<file path="src/rtl/mc_controller.sv">
// Multicycle RV32I control FSM with a custom-0 opcode that hands off to a GCD/LCM coprocessor.
// Control outputs decode from the current state; cop_mode/cop_err are registered.
module mc_controller #(
    parameter logic [6:0]  COP_OPCODE  = 7'b0001011,
    parameter int unsigned TIMEOUT_W   = 8,
    parameter int unsigned COP_TIMEOUT = 200
) (
    input  logic       clk,
    input  logic       reset_n,
    input  logic [6:0] op,
    input  logic [2:0] funct3,
    input  logic       funct7b5,
    input  logic       Zero,
    input  logic       cop_done,
    output logic       PCWrite,
    output logic       AdrSrc,
    output logic       MemWrite,
    output logic       IRWrite,
    output logic [1:0] ResultSrc,
    output logic [1:0] ALUSrcA,
    output logic [1:0] ALUSrcB,
    output logic [1:0] ImmSrc,
    output logic [2:0] ALUControl,
    output logic       RegWrite,
    output logic       cop_start,
    output logic       cop_mode,
    output logic       cop_err
);

    typedef enum logic [3:0] {
        StFetch, StDecode, StMemAdr, StMemRead, StMemWb, StMemWrite, StExecR,
        StExecI, StAluWb, StBranch, StJal, StCopStart, StCopWait, StCopWb
    } state_t;

    localparam logic [TIMEOUT_W-1:0] LastCount = TIMEOUT_W'(COP_TIMEOUT - 1);

    state_t               state_q;
    logic [TIMEOUT_W-1:0] count_q;
    logic [2:0]           alu_funct;

    always_ff @(posedge clk or negedge reset_n) begin
        if (!reset_n) begin
            state_q  <= StFetch;
            count_q  <= '0;
            cop_mode <= 1'b0;
            cop_err  <= 1'b0;
        end else begin
            unique case (state_q)
                StFetch:  state_q <= StDecode;
                StDecode: begin
                    case (op)
                        7'b0000011, 7'b0100011: state_q <= StMemAdr;
                        7'b0110011:             state_q <= StExecR;
                        7'b0010011:             state_q <= StExecI;
                        7'b1100011:             state_q <= StBranch;
                        7'b1101111:             state_q <= StJal;
                        COP_OPCODE:             state_q <= StCopStart;
                        default:                state_q <= StFetch;
                    endcase
                end
                StMemAdr:   state_q <= op[5] ? StMemWrite : StMemRead;
                StMemRead:  state_q <= StMemWb;
                StMemWb:    state_q <= StFetch;
                StMemWrite: state_q <= StFetch;
                StExecR:    state_q <= StAluWb;
                StExecI:    state_q <= StAluWb;
                StAluWb:    state_q <= StFetch;
                StBranch:   state_q <= StFetch;
                StJal:      state_q <= StAluWb;
                StCopStart: begin
                    cop_mode <= funct3[0];
                    count_q  <= '0;
                    state_q  <= StCopWait;
                end
                StCopWait: begin
                    // A done pulse landing on the final wait cycle still counts as success.
                    if (cop_done) begin
                        state_q <= StCopWb;
                    end else if (count_q == LastCount) begin
                        cop_err <= 1'b1;
                        state_q <= StFetch;
                    end else begin
                        count_q <= count_q + 1'b1;
                    end
                end
                StCopWb:  state_q <= StFetch;
                default:  state_q <= StFetch;
            endcase
        end
    end

    always_comb begin
        unique case (funct3)
            3'b000:  alu_funct = (funct7b5 & op[5]) ? 3'b001 : 3'b000;
            3'b010:  alu_funct = 3'b101;
            3'b110:  alu_funct = 3'b011;
            3'b111:  alu_funct = 3'b010;
            default: alu_funct = 3'b000;
        endcase
    end

    always_comb begin
        PCWrite    = 1'b0;
        AdrSrc     = 1'b0;
        MemWrite   = 1'b0;
        IRWrite    = 1'b0;
        ResultSrc  = 2'b00;
        ALUSrcA    = 2'b00;
        ALUSrcB    = 2'b00;
        ALUControl = 3'b000;
        RegWrite   = 1'b0;
        cop_start  = 1'b0;
        case (op)
            7'b0100011: ImmSrc = 2'b01;
            7'b1100011: ImmSrc = 2'b10;
            7'b1101111: ImmSrc = 2'b11;
            default:    ImmSrc = 2'b00;
        endcase
        unique case (state_q)
            StFetch: begin
                IRWrite   = 1'b1;
                PCWrite   = 1'b1;
                ResultSrc = 2'b10;
                ALUSrcB   = 2'b10;
            end
            StDecode: begin
                ALUSrcA = 2'b01;
                ALUSrcB = 2'b01;
            end
            StMemAdr: begin
                ALUSrcA = 2'b10;
                ALUSrcB = 2'b01;
            end
            StMemRead: AdrSrc = 1'b1;
            StMemWb: begin
                ResultSrc = 2'b01;
                RegWrite  = 1'b1;
            end
            StMemWrite: begin
                AdrSrc   = 1'b1;
                MemWrite = 1'b1;
            end
            StExecR: begin
                ALUSrcA    = 2'b10;
                ALUControl = alu_funct;
            end
            StExecI: begin
                ALUSrcA    = 2'b10;
                ALUSrcB    = 2'b01;
                ALUControl = alu_funct;
            end
            StAluWb: RegWrite = 1'b1;
            StBranch: begin
                ALUSrcA    = 2'b10;
                ALUControl = 3'b001;
                PCWrite    = Zero ^ funct3[0];
            end
            StJal: begin
                ALUSrcA = 2'b01;
                ALUSrcB = 2'b10;
                PCWrite = 1'b1;
            end
            StCopStart: cop_start = 1'b1;
            StCopWb: begin
                ResultSrc = 2'b11;
                RegWrite  = 1'b1;
            end
            default: ;
        endcase
        // Reset state is FETCH, but nothing may be enabled while reset is held.
        if (!reset_n) begin
            PCWrite    = 1'b0;
            AdrSrc     = 1'b0;
            MemWrite   = 1'b0;
            IRWrite    = 1'b0;
            ResultSrc  = 2'b00;
            ALUSrcA    = 2'b00;
            ALUSrcB    = 2'b00;
            ImmSrc     = 2'b00;
            ALUControl = 3'b000;
            RegWrite   = 1'b0;
            cop_start  = 1'b0;
        end
    end

endmodule

</file>
<file path="config.mk">
export PLATFORM = sky130hd
export DESIGN_NAME = mc_controller
export DESIGN_NICKNAME = d
export VERILOG_FILES = /design/src/rtl/mc_controller.sv
export SDC_FILE = /design/constraint.sdc
export NUM_CORES = 1
export LEC_CHECK = 0
export ABC_AREA = 1
export CORE_ASPECT_RATIO = 1.75
export CORE_UTILIZATION = 45
export CTS_CLUSTER_DIAMETER = 120
export CTS_CLUSTER_SIZE = 8
export DETAILED_ROUTE_END_ITERATION = 12
export PLACE_DENSITY = 0.76
export SLEW_MARGIN = 10
export SYNTH_ARGS = -nofsm -noshare
export SYNTH_HDL_FRONTEND = slang
export SYNTH_SLANG_ARGS = --single-unit
</file>
<file path="constraint.sdc">
create_clock -name clk -period 1.6 [get_ports clk]
set_clock_uncertainty 0.05 [all_clocks]
set_input_delay 0.16 -clock clk [delete_from_list [all_inputs] [get_ports clk]]
set_output_delay 0.16 -clock clk [all_outputs]
set_load 0.03 [all_outputs]
</file>
# == After elaboration in Yosys (flattened, before gate mapping) ==
# Index checks and enable logic that the tools add are counted.
# totals
regBits,14
in_bits,15
word_cells,81
output_inout_bits,19
# op_classes
mux,32
bitwise_logic,3
eq_ne,27
add_sub_neg,1
reduce_logical,14
# ops
operator,count
case mux 4 bit (7 select lines),1
"== test 4 bit, second input constant",6
case mux 4 bit (6 select lines),1
"== test 4 x 3 -> 1 bit, second input constant",4
2-to-1 mux 8 bit,2
case mux 8 bit (2 select lines),1
"== test 7 x 6 -> 1 bit, second input constant",2
"== test 7 bit, second input constant",2
2-to-1 mux 1 bit,12
case mux 2 bit (3 select lines),2
case mux 3 bit (4 select lines),1
OR reduction 2 bit,5
OR reduction 3 bit,3
"adder 8 x 1 -> 8 bit, second input constant",1
"== test 4 x 2 -> 1 bit, second input constant",2
"== test 8 bit, second input constant",1
2-to-1 mux 2 bit,4
2-to-1 mux 4 bit,2
case mux 2 bit (2 select lines),2
"== test 7 x 2 -> 1 bit, second input constant",1
"== test 7 x 4 -> 1 bit, second input constant",1
"== test 7 x 5 -> 1 bit, second input constant",1
"== test 3 bit, second input constant",2
2-to-1 mux 3 bit,2
other kinds (14),16

# == Longest topological paths before layout ==
# logic_depth
depth_word,5
ltp_mapped,9
mapped_depth_nobuf,8

# == Worst setup path after synthesis ==
# No wires, ideal clock.
# synth_timing
path_type,reg2out
startpoint,register state_q[2]
endpoint,output ALUControl[1]
required_time_ns,1.390
path_stages_with_launch,7
setup_slack_ns,-0.302
arrival_time_ns,1.692
n_path_buf,0
cell_sequence,dfrtp_1 inv_1 nor2_1 inv_2 nor2_2 inv_2 nor4_1
# synth_between
elab_chain_cells,4
elab_cells_between_ends,6
classes_between,eq/ne (3); mux (2); reduce/logical (1)
# synth_rtl
item,line_no,text
"start, declared",37,state_t state_q;
"start signal, assigned",43,state_q <= StFetch;
"start signal, assigned",49,StFetch: state_q <= StDecode;
"start signal, assigned",52,"7'b0000011, 7'b0100011: state_q <= StMemAdr;"
== test 4 x 3 -> 1 bit,119,unique case (state_q)
OR reduction 2 bit (no source line),--,
case mux 3 bit (2 select lines) (*),119,
2-to-1 mux 3 bit (*),171,if (!reset_n) begin
"end, declared",23,"output logic [2:0] ALUControl,"
# Mark *: on every way between the ends. The rest lies on a longest branch, timed or not.

# == Final worst setup path ==
# layout_timing
startpoint,register state_q[2]
endpoint,output ALUControl[2]
# The elaborated chain is that of the path after synthesis.

==> results.sh <==
export IMPL_outcome="finished, violations left"
export IMPL_violations="negative setup slack"
export IMPL_vias=1527
export IMPL_synth_cell_types=26
export IMPL_place_ws_ns=-0.0306
export IMPL_path_max_fanout=3
export IMPL_worst_pin_slew_ns=0.311
export IMPL_die_height_um=70.0
export IMPL_vias_per_cell=5.43
export IMPL_drt_iter0_markers=84
export IMPL_ant_nets=0
export IMPL_drc_errors=0
export IMPL_grt_pass1_wl_um=5730
export IMPL_wl_per_cell_um=13.9
export IMPL_io_pins=34
export IMPL_cp_arrival_ns=1.44
export IMPL_synth_edf_count=0
export IMPL_clk_pin_slew_worst_paths_ns=0.06
export IMPL_hold_path_class="in2async"
export IMPL_regArea_um2=354
export IMPL_worstPathRequired_ns=1.39
export IMPL_synthFlopType="dfrtp_1"
export IMPL_grt_pass1_vias=1416
export IMPL_period_share_pct=103
export IMPL_async_reset_ff_share_pct=100
export IMPL_ys_warn_count=0
export IMPL_powerDensity_nw_per_um2=778
export IMPL_setup_violations=11
export IMPL_antenna_found_initial=0
export IMPL_fin_nets=272
export IMPL_setup_slack_ns=-0.0484
export IMPL_std_cell_rows=24
export IMPL_utilization_pct=74.0
export IMPL_cts_buffers=3
export IMPL_grt_max_degree=17
export IMPL_slew_headroom_pct=79.2
export IMPL_yosysMostFrequentCell="nand2_1"
export IMPL_syn_mean_instance_area_um2=5.91
export IMPL_yosysSeqAreaShare_pct=29.5
export IMPL_synth_area_leader_cell="dfrtp_1"
export IMPL_start_util_pct=47.7
export IMPL_syn_area_um2=1190
export IMPL_htree_levels=1
export IMPL_drive_gt1_share_pct=33.3
export IMPL_max_freq_ghz=0.607
export IMPL_grt_ovfl_total=0
export IMPL_yosys_top_cells_count="65 x nand2_1, 32 x nor2_1, 26 x inv_1, 24 x nand3_1, 14 x dfrtp_1"
export IMPL_dieArea_um2=2860
export IMPL_n_fill_cell=191
export IMPL_hpwl_um=2670
export IMPL_p_int_mw=0.867
export IMPL_worstSetupPathType="reg2out"
export IMPL_critPathLaunchType="flop"
export IMPL_gp_congestion=0.975
export IMPL_syn_inst=201
export IMPL_seq_power_share_pct=28.5
export IMPL_root_buffer="clkbuf_8"
export IMPL_syn2layout_area_growth_pct=55.2
export IMPL_dp_cells=269
export IMPL_layout_cells_non_filler=281
export IMPL_gr_usage_all_layers_pct=27.7
export IMPL_clkPwrFrac_pct=23.9
export IMPL_rsz0062_at_grt="yes"
export IMPL_cts_tree="yes"
export IMPL_switchingPower_mw=0.567
export IMPL_cts_hold_buffers=0
export IMPL_irDropWorstVdd_mv=0.793
export IMPL_max_cap_violations=0
export IMPL_coreArea_um2=2490
export IMPL_slew_violations=0
export IMPL_portBuffers=33
export IMPL_cellLeakagePower_nw=0.948
export IMPL_multi_input_area_um2=812
export IMPL_clock_sinks=14
export IMPL_layout_min_cycle_time_ns=1.65
export IMPL_swShare_pct=39.5
export IMPL_synth_nets=217
export IMPL_drtPass1Iterations=4
export IMPL_die_w_um=40.9
export IMPL_yosys_register_bits=14
export IMPL_hold_violations=0
export IMPL_synth_top_area_share_pct=29.5
export IMPL_antenna_cells=0
export IMPL_cts_buffer_depth=2
export IMPL_clock_latency_ns=0.24
export IMPL_cp_end_kind="output port"
export IMPL_wl_um=3890
export IMPL_p_comb_share_pct=47.6
export IMPL_netlist_top_cells_area="dfrtp_1 29%, nand2_1 21%, nand3_1 10%"
-- sequential cells by signal (all words and copies together), names as in the netlist --
signal and flops:
state_q 4, cop_err 1, count_q 8, cop_mode 1
-- worst max-delay path: stages, from the launching register on --
cell and delay (ns):
dfrtp_1 0.38, inv_2 0.08, nor2_4 0.14, inv_2 0.08, nor2_4 0.10, inv_2 0.06
nor4_2 0.15, buf_4 0.20
-- placed cells by master (no fill, tap or decap), types with 5 or more instances in the layout --
cell type,count
buf_4,30
buf_6,7
clkdlybuf4s50_1,14
dfrtp_1,11
inv_1,19
inv_2,10
nand2_1,60
nand3_1,20
nor2_1,25
nor2_2,5
nor2_4,6
-- layer usage --
metal,vias up,GRT usage (%),share of wire (%)
met3,20,4.44,3.6
met1,704,24.8,35
met5,-,0,0
li1,743,-,-
met4,0,16.3,4.7
met2,60,50.0,57
-- power by group through the flow --
stage                     clock network [mW]  logic [mW]  registers (mW)
after floorplan                            0       0.334           0.405
after global placement                     0       0.516           0.411
after detailed placement                   0       0.519           0.412
after CTS                              0.344       0.604           0.404
after global routing                   0.369       0.725           0.410
final                                  0.342       0.683           0.409
-- cells by family after synthesis --
| family | share of synthesized area, % |
|---|---|
| AO/OA/AOI/OAI | 8.42 |
| flip-flops | 29.5 |
| buffers and inverters | 11.5 |
| XOR/XNOR | 0.737 |
| adder cells (fa/ha/maj) | 1.05 |
| AND/OR/NAND/NOR | 48.8 |
-- stage by stage --
stage               instance area [um2]  power (mW)  TNS [ns]  hold slack [ns]
finish                             1840        1.43    -0.314            0.352
detailed placement                 1580       0.931   -0.0306            0.404
global placement                   1580       0.926         0            0.399
global route                       1840        1.50     -1.53            0.365
CTS                                1720        1.35   -0.0655            0.336
floorplan                          1190       0.740    -0.605           -0.186
-- timing repair --
action / 4_1_cts / 5_1_grt
pin swaps: 2 / 10
gates resized for setup: 23 / 27
buffers inserted: 3 / 5
setup endpoints to repair: 16 / 25
gates cloned: 0 / 0
-- cell type report --
cell class              instances  share of cell area (%)
flip-flops and latches         14                    19.2
repair buffers                 53                    25.4
well taps                      26                    1.76
multi-input cells             153                    44.0
inverters                      31                    6.58
clock buffers                   4                    2.99
-- worst paths after layout --
| kind | startpoint | endpoint | slack (ns) | cells past startpoint |
|---|---|---|---|---|
| setup / recovery | state_q[2] | ALUControl[2] | -0.05 | 7 |
| hold / removal | reset_n | state_q[1] | 0.35 | 2 |
| setup reg to reg | state_q[0] | count_q[4] | 0.03 | 9 |
| hold reg to reg | cop_err | cop_err | 0.41 | 1 |
| max in group asynchronous | reset_n | state_q[3] | 0.95 | 2 |
| min in group clk | op[5] | state_q[1] | 0.39 | 5 |
Power figures use the tool's default switching activity.
==> edit (same settings) <==
`COP_TIMEOUT`: 200 -> 128.
--- a/src/rtl/mc_controller.sv
+++ b/src/rtl/mc_controller.sv
@@ -5,3 +5,3 @@
     parameter int unsigned TIMEOUT_W   = 8,
-    parameter int unsigned COP_TIMEOUT = 200
+    parameter int unsigned COP_TIMEOUT = 128
 ) (
Behaviour: no difference found for any inputs over 10 cycles, from zero or initial values and one cycle with reset_n low; that may be too few to reach the edited logic, so the function may still have changed.
==> edit against the original RTL <==
- the flow still finishes with violations (negative setup slack)
- total power is 6.6% higher
- combinational power is 11% higher
- setup slack worse by 0.073 ns
- wire length increased by 17%
- hold slack got worse by 0.13 ns
- design area is 6.9% higher
- synthesized area grew 3.5%
- non-clock buffer count rose by 2
- largest cell class unchanged
- clock power increased by 4%
- sequential cell count unchanged
- first-iteration DRC count fell by 13%
==> edit: results (changes against the original RTL) <==
[synthesis]
synth.area.top_cells=dfrtp_1 (28%), nand2_1 (16%), inv_1 (8.9%)
syn_nets=203  ; -6.5%
synth.distinct_cells=31  ; +19%
syn_area_per_cell_um2=6.58  ; +11%
synth_common_cells=nand2_1 (52), inv_1 (29), nor2_1 (24), dfrtp_1 (14), nand3_1 (13)
synth_seq_area_share_pct=28.5  ; -0.99 points

[timing]
post-route-worst-setup-slack_ns=-0.121  ; -0.0725 ns
relSlewSlack_pct=78.9  ; -0.27 points
finalSetupViolCount=14  ; +3
tns_ns=-1.08  ; -0.764 ns
whs_ns=0.227  ; -0.126 ns

[pwr]
p_int_uw=890  ; +2.6%
peakVddDrop_v=0.000588  ; -26%
sequentialPowerShare_pct=27.3  ; -1.2 points

[cells_and_area]
drive_above_1_share_pct=42.0  ; +8.6 points
final_cells=269  ; -4.3%
reg_top3=count_q x8, state_q x4

[routing]
route.detailed.wl_per_inst_um=17.0  ; +22%
drt_iter0_markers=73  ; -13%
post_drt_via_cell_ratio=5.77  ; +6.2%

[setup_path]
r2r_start=state_q[1]
crit_arrival_ns=1.51  ; +0.07 ns
cpPeakStageDelay_ns=0.46  ; +0.08 ns
reg2reg_to=count_q[6]
ff2ff_setup_slack_ns=0.06  ; +0.03 ns
ff2ff_path_depth=7  ; -2
crit_slowest_cell=dfrtp_2
cp_max_fo=4  ; +1

[placed_design]
gp_congestion=0.948  ; -2.7%
dp_hpwl_um=2850  ; +6.7%
dp_cells=256  ; -4.8%
preCtsSetupSlack_ns=0.00401  ; +0.0346 ns
dpl_cell_area_um2=1620  ; +2.5%

[hold_path]
hp-start=op[4]
hold_path_class=input port to register

[outcome]
outcome=finished with violations
violations=negative setup slack

[grt]
grt_pass1_vias=1547  ; +9.3%
grt_pass1_wl_um=6560  ; +14%
grt_usage_pct=28.4  ; +0.76 points

[cts]
clk_pin_slew_ns=0.06  ; about the same

## edit: cell types whose count changed after synthesis, sizes merged, moves of 2 or more
cell / before / now
nand2: 66 / 55
inv: 31 / 29
nand4: 2 / 4
nor2: 36 / 27
clkinv: 0 / 2
nand3: 24 / 21
o21ai: 7 / 11
## edit: repair_timing
item | CTS | global route
cloned | 0 | 0
pin swaps | 5 | 5
setup endpoints to repair | 14 | 22
setup buffers | 5 | 4
resized for setup | 27 | 46
## edit: area by class of cell
cell class | instances | area [um2]
multi-input combinational | 139 | 903
clock buffer | 4 | 55.1
tap | 26 | 32.5
fill | 175 | 581
sequential | 14 | 355
timing repair buffer | 55 | 504
inverter | 31 | 121
## edit: cell families (layout without fill, tap and decap cells)
logic type,after synthesis,after routing,share of synthesized area [%]
xor+xnor,2,2,1.42
buf+inv,34,90,12.0
flops,14,14,28.5
fa+ha+maj,1,1,1.02
simple gates,113,113,46.4
compound gates,23,23,10.7
## edit: worst max path at each step
stage                from             to  slack, ns
2_1_floorplan  state_q[2]  ALUControl[1]      -0.34
3_3_place_gp        op[1]      ImmSrc[1]       0.06
3_5_place_dp        op[1]      ImmSrc[0]      0.004
4_1_cts        state_q[3]  ALUControl[1]      -0.09
5_1_grt        state_q[1]     ALUSrcA[1]      -0.17
6_report       state_q[3]   ResultSrc[1]      -0.12
## edit: per-layer routing
layer / wire [um] / track usage, % / part of all wire, %
met1: 1520 / 26.2 / 33
met2: 2560 / 56.6 / 56
met3: 193 / 3.06 / 4.2
met4: 296 / 16.5 / 6.5
met5: 0 / 0 / 0
## edit: critical path, delay by kind of cell, from the launching register on
| kind | cells | cell delay (ns) |
|---|---|---|
| DFF | 1 | 0.46 |
| AOI/OAI and AO/OA | 1 | 0.17 |
| and+or+nand+nor | 2 | 0.29 |
| buffers and inverters | 3 | 0.32 |
